--- src/rtl/cache_mem_arbiter.sv ---
// Shares the single dataMemory port between the cache refill path (R, 128-bit block read)
// and the write path (W, 32-bit word write), hiding a fixed memory latency.
module cache_mem_arbiter #(
    parameter int unsigned ADDR_W      = 15,
    parameter int unsigned DATA_W      = 32,
    parameter int unsigned BLOCK_W     = 128,
    parameter int unsigned MEM_LATENCY = 4
) (
    input  logic               clk,
    input  logic               rst,
    input  logic               rd_req,
    input  logic [ADDR_W-1:0]  rd_addr,
    output logic               rd_ack,
    output logic [BLOCK_W-1:0] rd_data,
    input  logic               wr_req,
    input  logic [ADDR_W-1:0]  wr_addr,
    input  logic [DATA_W-1:0]  wr_data,
    output logic               wr_ack,
    output logic               mem_write,
    output logic [ADDR_W-1:0]  mem_address,
    output logic [DATA_W-1:0]  mem_write_data,
    input  logic [BLOCK_W-1:0] mem_read_data,
    output logic               busy
);

    localparam int unsigned     CNT_W    = 4;
    localparam logic [CNT_W-1:0] CNT_INIT = CNT_W'(MEM_LATENCY - 1);
    localparam logic            OWN_R    = 1'b0;
    localparam logic            OWN_W    = 1'b1;

    typedef enum logic [1:0] {
        IDLE   = 2'd0,
        ACCESS = 2'd1,
        ACK    = 2'd2
    } state_e;

    state_e             state_q, state_d;
    logic [CNT_W-1:0]   cnt_q, cnt_d;
    logic               owner_q, owner_d;
    logic               last_grant_q, last_grant_d;
    logic [ADDR_W-1:0]  addr_q, addr_d;
    logic [DATA_W-1:0]  wdata_q, wdata_d;
    logic [BLOCK_W-1:0] rd_data_q, rd_data_d;
    logic               rd_ack_q, rd_ack_d;
    logic               wr_ack_q, wr_ack_d;
    logic               mem_write_q, mem_write_d;
    logic               busy_q, busy_d;
    logic               grant_w;

    // State register and all registered datapath/outputs.
    always_ff @(posedge clk or posedge rst) begin
        if (rst) begin
            state_q      <= IDLE;
            cnt_q        <= '0;
            owner_q      <= OWN_R;
            last_grant_q <= OWN_W;
            addr_q       <= '0;
            wdata_q      <= '0;
            rd_data_q    <= '0;
            rd_ack_q     <= 1'b0;
            wr_ack_q     <= 1'b0;
            mem_write_q  <= 1'b0;
            busy_q       <= 1'b0;
        end else begin
            state_q      <= state_d;
            cnt_q        <= cnt_d;
            owner_q      <= owner_d;
            last_grant_q <= last_grant_d;
            addr_q       <= addr_d;
            wdata_q      <= wdata_d;
            rd_data_q    <= rd_data_d;
            rd_ack_q     <= rd_ack_d;
            wr_ack_q     <= wr_ack_d;
            mem_write_q  <= mem_write_d;
            busy_q       <= busy_d;
        end
    end

    // Next-state: round-robin grant in IDLE, latency countdown in ACCESS.
    always_comb begin
        state_d      = state_q;
        cnt_d        = cnt_q;
        owner_d      = owner_q;
        last_grant_d = last_grant_q;
        addr_d       = addr_q;
        wdata_d      = wdata_q;
        rd_data_d    = rd_data_q;
        grant_w      = 1'b0;
        case (state_q)
            IDLE: begin
                if (rd_req || wr_req) begin
                    grant_w      = wr_req && (!rd_req || (last_grant_q == OWN_R));
                    owner_d      = grant_w;
                    last_grant_d = grant_w;
                    cnt_d        = CNT_INIT;
                    addr_d       = grant_w ? wr_addr : rd_addr;
                    if (grant_w) begin
                        wdata_d = wr_data;
                    end
                    state_d = ACCESS;
                end
            end
            ACCESS: begin
                if (cnt_q == '0) begin
                    state_d = ACK;
                    if (owner_q == OWN_R) begin
                        rd_data_d = mem_read_data;
                    end
                end else begin
                    cnt_d = cnt_q - CNT_W'(1);
                end
            end
            ACK:     state_d = IDLE;
            default: state_d = IDLE;
        endcase
    end

    // Outputs are registered, so they are decoded from the next-state values.
    always_comb begin
        mem_write_d = (state_d == ACCESS) && (cnt_d == '0) && (owner_d == OWN_W);
        rd_ack_d    = (state_d == ACK) && (owner_d == OWN_R);
        wr_ack_d    = (state_d == ACK) && (owner_d == OWN_W);
        busy_d      = (state_d != IDLE);
    end

    assign rd_ack         = rd_ack_q;
    assign wr_ack         = wr_ack_q;
    assign rd_data        = rd_data_q;
    assign mem_write      = mem_write_q;
    assign mem_address    = addr_q;
    assign mem_write_data = wdata_q;
    assign busy           = busy_q;

endmodule
--- config.mk ---
export PLATFORM = sky130hd
export DESIGN_NAME = cache_mem_arbiter
export DESIGN_NICKNAME = d
export VERILOG_FILES = /design/src/rtl/cache_mem_arbiter.sv
export SDC_FILE = /design/constraint.sdc
export NUM_CORES = 1
export LEC_CHECK = 0
export BUFFER_PORTS_ARGS = -buffer_cell sky130_fd_sc_hd__buf_2
export CAP_MARGIN = 20
export CORE_AREA = 2 2 146 148
export DETAILED_ROUTE_END_ITERATION = 10
export DIE_AREA = 0 0 148 150
export PLACE_DENSITY = 0.7
export SLEW_MARGIN = 20
export SYNTH_ARGS = -nofsm -noshare
export SYNTH_HDL_FRONTEND = slang
export SYNTH_SLANG_ARGS = --single-unit
--- constraint.sdc ---
create_clock -name clk -period 6.1 [get_ports clk]
set_clock_uncertainty 0.15 [all_clocks]
set_input_delay 0.915 -clock clk [delete_from_list [all_inputs] [get_ports clk]]
set_output_delay 0.915 -clock clk [all_outputs]
set_load 0.005 [all_outputs]
-- Yosys cells after proc, flatten, opt, wreduce, memory -nomap -nowiden
Index checks and enable logic that the tools add are counted.
- output and inout bits: 179
- register bits after elaboration: 187
- bits of input ports: 194
- reductions and logical operators: 15
- muxes and demuxes: 9
- equal/unequal tests: 3
- bitwise logic cells: 3
- add/sub/neg operators: 1
- operators with widths (kind ; count):
    $mux 15 ; 1
    $logic_not 4->1 ; 2
    $mux 4 ; 2
    $pmux 4 s2 ; 1
    $reduce_and 3->1 ; 2
    $logic_and 1x1->1 ; 5
    $eq 2x1->1 const B ; 2
    $mux 2 ; 2
    $pmux 2 s2 ; 1
    $sub 4x1->4 const B ; 1
    $not 1->1 ; 3
    $eq 2x2->1 const B ; 1
    $logic_not 2->1 ; 1
    $logic_or 1x1->1 ; 2
    $mux 1 ; 2
    $reduce_and 2->1 ; 1
    $reduce_bool 2->1 ; 1
    $logic_not 1->1 ; 1

-- Longest topological paths before layout
Gate-level depths: netlist of run 1.
- word-level depth: 7
- gate-level depth with buffers: 8
- gate-level depth less buffers: 6

-- Worst setup path before layout of run 1
Ideal clock, no wire load.
- path kind: input to register
- from: input wr_req
- to: register wdata_q[1], in the netlist mem_write_data[1]
- required time: 5.823 ns
- arrival time: 1.921 ns
- slack: 3.902 ns
- setup time: 0.127 ns
- path buffers: 2
- stages on the path: 5
- path through: a21boi_1 > nand2b_1 > buf_2 > buf_6 > mux2_1
- cells in the longest elaborated chain, start to end: 2
- elaborated cells between the ends (all ways): 3
- those cells by class: reduce/logical (3)
- ends and longest elaborated chain (element ; RTL line ; RTL):
    start: declaration ; 15 ; input logic wr_req,
    $logic_or 1x1->1 or $logic_and 1x1->1 (tied branches) ; 91, 92 ;
    $reduce_and 3->1 (no source line) * ; -- ;
    end signal: assignment ; 70 ; wdata_q <= wdata_d;
    end: declaration ; 42 ; logic [DATA_W-1:0] wdata_q, wdata_d;
Mark *: on every way between the ends. The rest lies on a longest branch, timed or not.
A chain may end at the register's enable or synchronous reset.

-- Final worst setup path of run 1
- from: register cnt_q[0]
- to: register rd_data_q[57], in the netlist rd_data[57]
- cells in the longest elaborated chain, start to end: 2
- ends and longest elaborated chain (element ; RTL line ; RTL):
    start: declaration ; 38 ; logic [CNT_W-1:0] cnt_q, cnt_d;
    start signal: assignment ; 66 ; cnt_q <= cnt_d;
    $logic_not 4->1 ; 104 ; if (cnt_q == '0) begin
    $reduce_and 3->1 (no source line) ; -- ;
    end signal: assignment ; 71 ; rd_data_q <= rd_data_d;
    end: declaration ; 43 ; logic [BLOCK_W-1:0] rd_data_q, rd_data_d;
No other way between the ends.

==> results of run 1 <==
cells by family after synthesis:
logic type	Yosys count	synth area share
AOI/OAI and AO/OA	27	0.0218
xor gates and xnor gates	1	0.00114
adders and majority gates	1	0.00162
buffers and inverters	29	0.0430
DFF	187	0.607
muxes	162	0.285
and+or+nand+nor	65	0.0399
layout by cell type, fill, tap and decap left out, types with 3 or more instances in the layout:
cell type,Yosys,layout
a31oi_1,15,15
buf_2,2,372
buf_4,1,7
clkbuf_1,4,3
clkbuf_16,0,17
clkinvlp_4,0,6
dfrtp_1,186,186
inv_1,6,5
inv_8,0,3
mux2_2,59,59
mux2_4,100,100
nand2_1,31,31
nor2_1,19,19
nor3_1,3,3
o21ai_0,6,6
layer usage:
layer  track usage  part of all wire
met5             0                 0
met4        0.0462             0.013
met3        0.0534             0.072
met2         0.273              0.50
met1         0.209              0.41
state kept, by name, indices dropped and copies added, names as in the netlist, 2 cells and up:
name,count
mem_write_data,32
mem_address,15
rd_data,128
state_q,2
cnt_q,4
layout make-up:
class | instances | area share
Clock buffer | 20 | 0.0427
Clock inverter | 12 | 0.0111
Inverter | 6 | 0.00257
Sequential cell | 187 | 0.457
Tap cell | 275 | 0.0336
Multi-Input combinational cell | 256 | 0.264
Timing Repair Buffer | 380 | 0.189
worst register-to-register path, cell delays in order (launching register included):
cell and delay, ps:
dfrtp_1 420, inv_1 70, ha_1 200, inv_1 100
nor4_4 260, and2_4 570, buf_4 640, mux2_2 410
path summary, 6_finish.rpt:
path,end,slack [ps],cells past startpoint
worst max-delay path,rd_data[57]$_DFFE_PP0P_,3180,7
worst min-delay path,rd_data[33]$_DFFE_PP0P_,350,1
worst max register to register,rd_data[57]$_DFFE_PP0P_,3180,7
worst min register to register,rd_data[33]$_DFFE_PP0P_,350,1
max in group asynchronous,mem_write_data[12]$_DFFE_PP0P_,3980,4
min in group asynchronous,rd_data[115]$_DFFE_PP0P_,560,3
power groups by stage:
| stage | registers (mW) | logic, mW | clock network (mW) |
|---|---|---|---|
| floorplan | 2.21 | 1.11 | 0 |
| global placement | 2.16 | 1.90 | 0 |
| detailed placement | 2.17 | 1.95 | 0 |
| CTS | 2.16 | 1.95 | 1.08 |
| global route | 2.24 | 2.10 | 1.14 |
| finish | 2.16 | 1.92 | 1.05 |
per-stage QoR:
step	instance area (µm²)	total power, mW	util
2_1_floorplan	7710	3.33	-
3_3_place_gp	9660	4.06	0.467
3_5_place_dp	9660	4.12	0.467
4_1_cts	10200	5.20	0.493
5_1_grt	10200	5.48	0.495
6_report	10200	5.13	0.495
==> results.toml, run 1 <==
[status]
outcome = "complete, no violations"

[timing]
setup_viol_count_final = 0
finalHoldViolCount = 0
hold_ws_ps = 352
finalCritPeriodShare = 0.479
relSlewSlack = 0.371
final_max_slew_viol_count = 0
worstMarginPinSlew_ps = 944
min_period_ps = 2920
setup_slack_ps = 3180
clock.fmax_mhz = 342
grt_setup_unrepaired = "false"
finalSetupTns_ps = 0

[cells_and_area]
drive_gt1_frac = 0.667
multi_input_area_mm2 = 0.00270
layoutNonFillerInstCount = 1136
syn_to_final_growth_pct = 32.8
finalNetCount = 1043
antenna_cells = 0
n_fill_cell = 1842
final-seq-area_mm2 = 0.00468

[pwr]
ir_worst_vdd_v = 0.000219
comb_power_share = 0.375
power.net_switching_mw = 1.57
powerDensity_mw_per_mm2 = 501
switching_share = 0.305
clockPowerShare = 0.204
p_int_mw = 3.56
power_frac_seq = 0.421
power_leakage_nw = 5.24

[logic_synthesis]
synth_edf_count = 0
syn_inst = 472
ys_warn_count = 0
synth_most_common_cell = "dfrtp_1"
postSynth.asyncResetShare = 1.00
synth_area_per_cell_um2 = 16.3
ys_types = 34
synth_top_cell_area_share = 0.604
synth-seq-area-share = 0.607
ys_top_cells_by_area = "dfrtp_1, mux2_4, mux2_2"
ys_top_cells_by_count = "dfrtp_1, mux2_4, mux2_2, nand2_1, nor2_1"
synth_top_area_cell = "dfrtp_1"
ys_ff_latch = 187
syn_area_mm2 = 0.00771
syn_nets = 667
synth_ff_type = "dfrtp_1"

[setup_path]
crit_type = "flop to flop"
crit_family = "simple AND/OR/NAND/NOR gates"
critical_path_arrival_ps = 3080
r2r-start = "cnt_q[0]$_DFF_PP0_"
path_cells = "inv_1, ha_1, inv_1, nor4_4, and2_4, buf_4, mux2_2"
path_common_cell = "inv_1"
worstSetupStartpointType = "flop"
crit_required_ps = 6260
endpoint_kind = "flop"
cp_slowest_cell = "buf_4"
slowest_delay_ps = 610
crit_fanout = 35
critPathBufInv = 3
crit_start = "cnt_q[0]$_DFF_PP0_"

[worst_hold_path]
hold_class = "flop to flop"
min_from = "rd_data[33]$_DFFE_PP0P_"

[floorplan]
core.rowCount = 53
die_w_um = 148
fp.coreArea_mm2 = 0.0207
die_area_mm2 = 0.0222
initial_utilization = 0.372
io_pins = 373
die_h_um = 150

[detailed_routing]
viasPerCell = 4.55
drc = 0
post_drt_wl_per_cell_um = 16.1
final_antenna_net_count = 0
drtIter0Drc = 145
drt-total-wl_um = 18300
drt_first_pass_iters = 6
vias = 5171

[clocking]
cts-resized-gates = 0
clock-sinks = 187
cts_hold_buf = 0
clk_latency_ps = 420
cts_tree = "built"
cts_inserted_buffers = 17
cts-root-buf = "clkbuf_16"
htree_levels = 4
post-cts-setup-buffers = 0
cts_max_path_buffers = 2
cts.clk_slew.worst_paths_ps = 70

[global_routing]
antenna_found_initial = 0
grt_pass1_vias = 5441
grt.overflow.total = 0
grt_max_degree = 74
grt_usage = 0.165
grt_pass1_wl_um = 28800

[place]
pre_cts_ws_ps = 2720
hpwl_um = 13200
gp_congestion = 0.782
io_buffers = 372
placed_cells = 1103

[flow_run]
maxCapViolations = 0
No activity file was read; power rests on OpenSTA's default activity.
==> run 2, diff against run 1 <==
==> constraint.sdc (replaced) <==
create_clock -name clk -period 2.65 [get_ports clk]
set_clock_uncertainty 0.15 [all_clocks]
set_input_delay 0.3975 -clock clk [delete_from_list [all_inputs] [get_ports clk]]
set_output_delay 0.3975 -clock clk [all_outputs]
set_load 0.005 [all_outputs]
==> run 2 against run 1 <==
Against the previous run: fmax is 27% higher; power is 140% higher; global-route usage is 0.21 points lower; combinational power is 130% higher; critical path depth is 1 higher; sequential share of layout area is 0.87 points lower; die area stayed put; critical path type unchanged; critical endpoint is now rd_data[51]$_DFFE_PP0P_; highest routed layer unchanged.
==> results.toml, run 2 (synthesis gave the netlist of run 1 again) <==
[status]
outcome = "complete, no violations"

[timing]
final_max_slew_viol_count = 0
worstMarginPinSlew_ps = 749
finalSetupTns_ps = 0
grt_setup_unrepaired = "false"
relSlewSlack = 0.499
min_period_ps = 2310
finalHoldViolCount = 0
setup_slack_ps = 344
finalCritPeriodShare = 0.870
setup_viol_count_final = 0
clock.fmax_mhz = 434

[detailed_routing]
drc = 0
vias = 5264
drt_first_pass_iters = 4
drt-total-wl_um = 18600
viasPerCell = 4.59
drtIter0Drc = 139
final_antenna_net_count = 0
post_drt_wl_per_cell_um = 16.2

[worst_hold_path]
hold_class = "input pin to flop"
worst_hold_path.num_cells = 2
min_from = "wr_data[1]"
min_to = "mem_write_data[1]$_DFFE_PP0P_"

[clocking]
cts_inserted_buffers = 17
clk_latency_ps = 410
htree_levels = 4
cts_max_path_buffers = 2
cts_tree = "built"
cts.clk_slew.worst_paths_ps = 70
cts-resized-gates = 0
clock-sinks = 187
cts-root-buf = "clkbuf_16"
post-cts-setup-buffers = 0

[floorplan]
initial_utilization = 0.372
die_h_um = 150
fp.coreArea_mm2 = 0.0207
die_w_um = 148
core.rowCount = 53
die_area_mm2 = 0.0222
io_pins = 373

[setup_path]
crit_type = "flop to flop"
crit_required_ps = 2810
cp_slowest_cell = "dfrtp_1"
slowest_delay_ps = 420
rr_endpoint = "rd_data[51]$_DFFE_PP0P_"
crit_fanout = 20
r2r-start = "cnt_q[0]$_DFF_PP0_"
worstSetupStartpointType = "flop"
path_cells = "inv_1, ha_1, inv_1, nor4_4, and2_4, buf_12, buf_4, mux2_2"
r2r_cells = 8
critical_path_arrival_ps = 2460
endpoint_kind = "flop"
rrSetupSlack_ps = 340
path_common_cell = "inv_1"

[cells_and_area]
layoutNonFillerInstCount = 1147
drive_gt1_frac = 0.671
antenna_cells = 0
finalNetCount = 1054
largest_reg_flops = 128
layout_commonest_cell = "buf_2"
final-seq-area_mm2 = 0.00468
n_fill_cell = 1830
syn_to_final_growth_pct = 35.4
multi_input_area_mm2 = 0.00269
most-common-layout-cells = "buf_2, dfrtp_1, mux2_4"

[pwr]
powerDensity_mw_per_mm2 = 1160
ir_worst_vdd_v = 0.000417
power_leakage_nw = 5.35

[place]
pre_cts_ws_ps = 345
io_buffers = 372
placed_cells = 1114
gp_congestion = 0.818
hpwl_um = 14100

[global_routing]
grt_max_degree = 49
grt_pass1_wl_um = 28500
grt.overflow.total = 0
antenna_found_initial = 0
grt_usage = 0.163
grt_pass1_vias = 5402

[flow_run]
maxCapViolations = 0
[run 2: changes by cell type in the layout (fill, tap and decap cells not counted)]
cell	delta
inv_8	-1
a21boi_1	+1
clkbuf_8	+1
bufinv_16	+2
clkbuf_1	-2
clkinvlp_4	-2
clkinv_2	+1
buf_4	+5
a21boi_2	-1
inv_6	+1
buf_12	+5
dlygate4sd3_1	+1
[run 2: layer usage]
| layer | vias up | global-route usage | part of all wire |
|---|---|---|---|
| li1 | 2419 | - | - |
| met1 | 2612 | 0.199 | 0.41 |
| met2 | 214 | 0.283 | 0.51 |
| met3 | 19 | 0.0457 | 0.067 |
| met4 | 0 | 0.0467 | 0.013 |
| met5 | - | 0 | 0 |
[run 2: power breakdown]
part / internal, mW / total (mW) / switching, mW
logic: 2.77 / 4.49 / 1.72
registers: 4.24 / 4.99 / 0.754
clock network: 1.45 / 2.59 / 1.14
[run 2: timing repair]
action	CTS	global route
hold endpoints to repair	21	0
hold buffers	1	0
endpoints found under the setup margin	0	0
[run 2: per-stage QoR]
stage / util / hold slack, ps / total power [mW] / instance area, µm²
2_1_floorplan: - / 316 / 7.66 / 7710
3_3_place_gp: 0.474 / 318 / 9.41 / 9820
3_5_place_dp: 0.474 / 327 / 9.58 / 9820
4_1_cts: 0.504 / 19.1 / 12.2 / 10400
5_1_grt: 0.504 / 18.4 / 12.8 / 10400
6_report: 0.504 / 44.1 / 12.1 / 10400
[run 2: final cells by class]
class | instances | share of cell area
inverter | 6 | 0.00252
clock buffer | 19 | 0.0425
sequential | 187 | 0.449
tap | 275 | 0.0330
multi-input combinational | 256 | 0.258
clock inverter | 13 | 0.0155
timing repair buffer | 391 | 0.200
[run 2: worst max path at each step]
stage                       start                 endpoint  slack [ps]
3_5_place_dp   cnt_q[0]$_DFF_PP0_  rd_data[51]$_DFFE_PP0P_         350
2_1_floorplan                 rst           busy$_DFF_PP0_        -300
4_1_cts        cnt_q[0]$_DFF_PP0_  rd_data[50]$_DFFE_PP0P_         330
3_3_place_gp   cnt_q[0]$_DFF_PP0_  rd_data[51]$_DFFE_PP0P_         400
5_1_grt        cnt_q[0]$_DFF_PP0_  rd_data[51]$_DFFE_PP0P_         180
6_report       cnt_q[0]$_DFF_PP0_  rd_data[51]$_DFFE_PP0P_         340
[run 2: worst max-delay path, delay by kind of cell (launching register included)]
family / cells / cell delay [ps]
multiplexers: 1 / 360
AND/OR/NAND/NOR: 2 / 460
adder cells (fa/ha/maj): 1 / 190
buffers and inverters: 4 / 600
flip-flops: 1 / 420
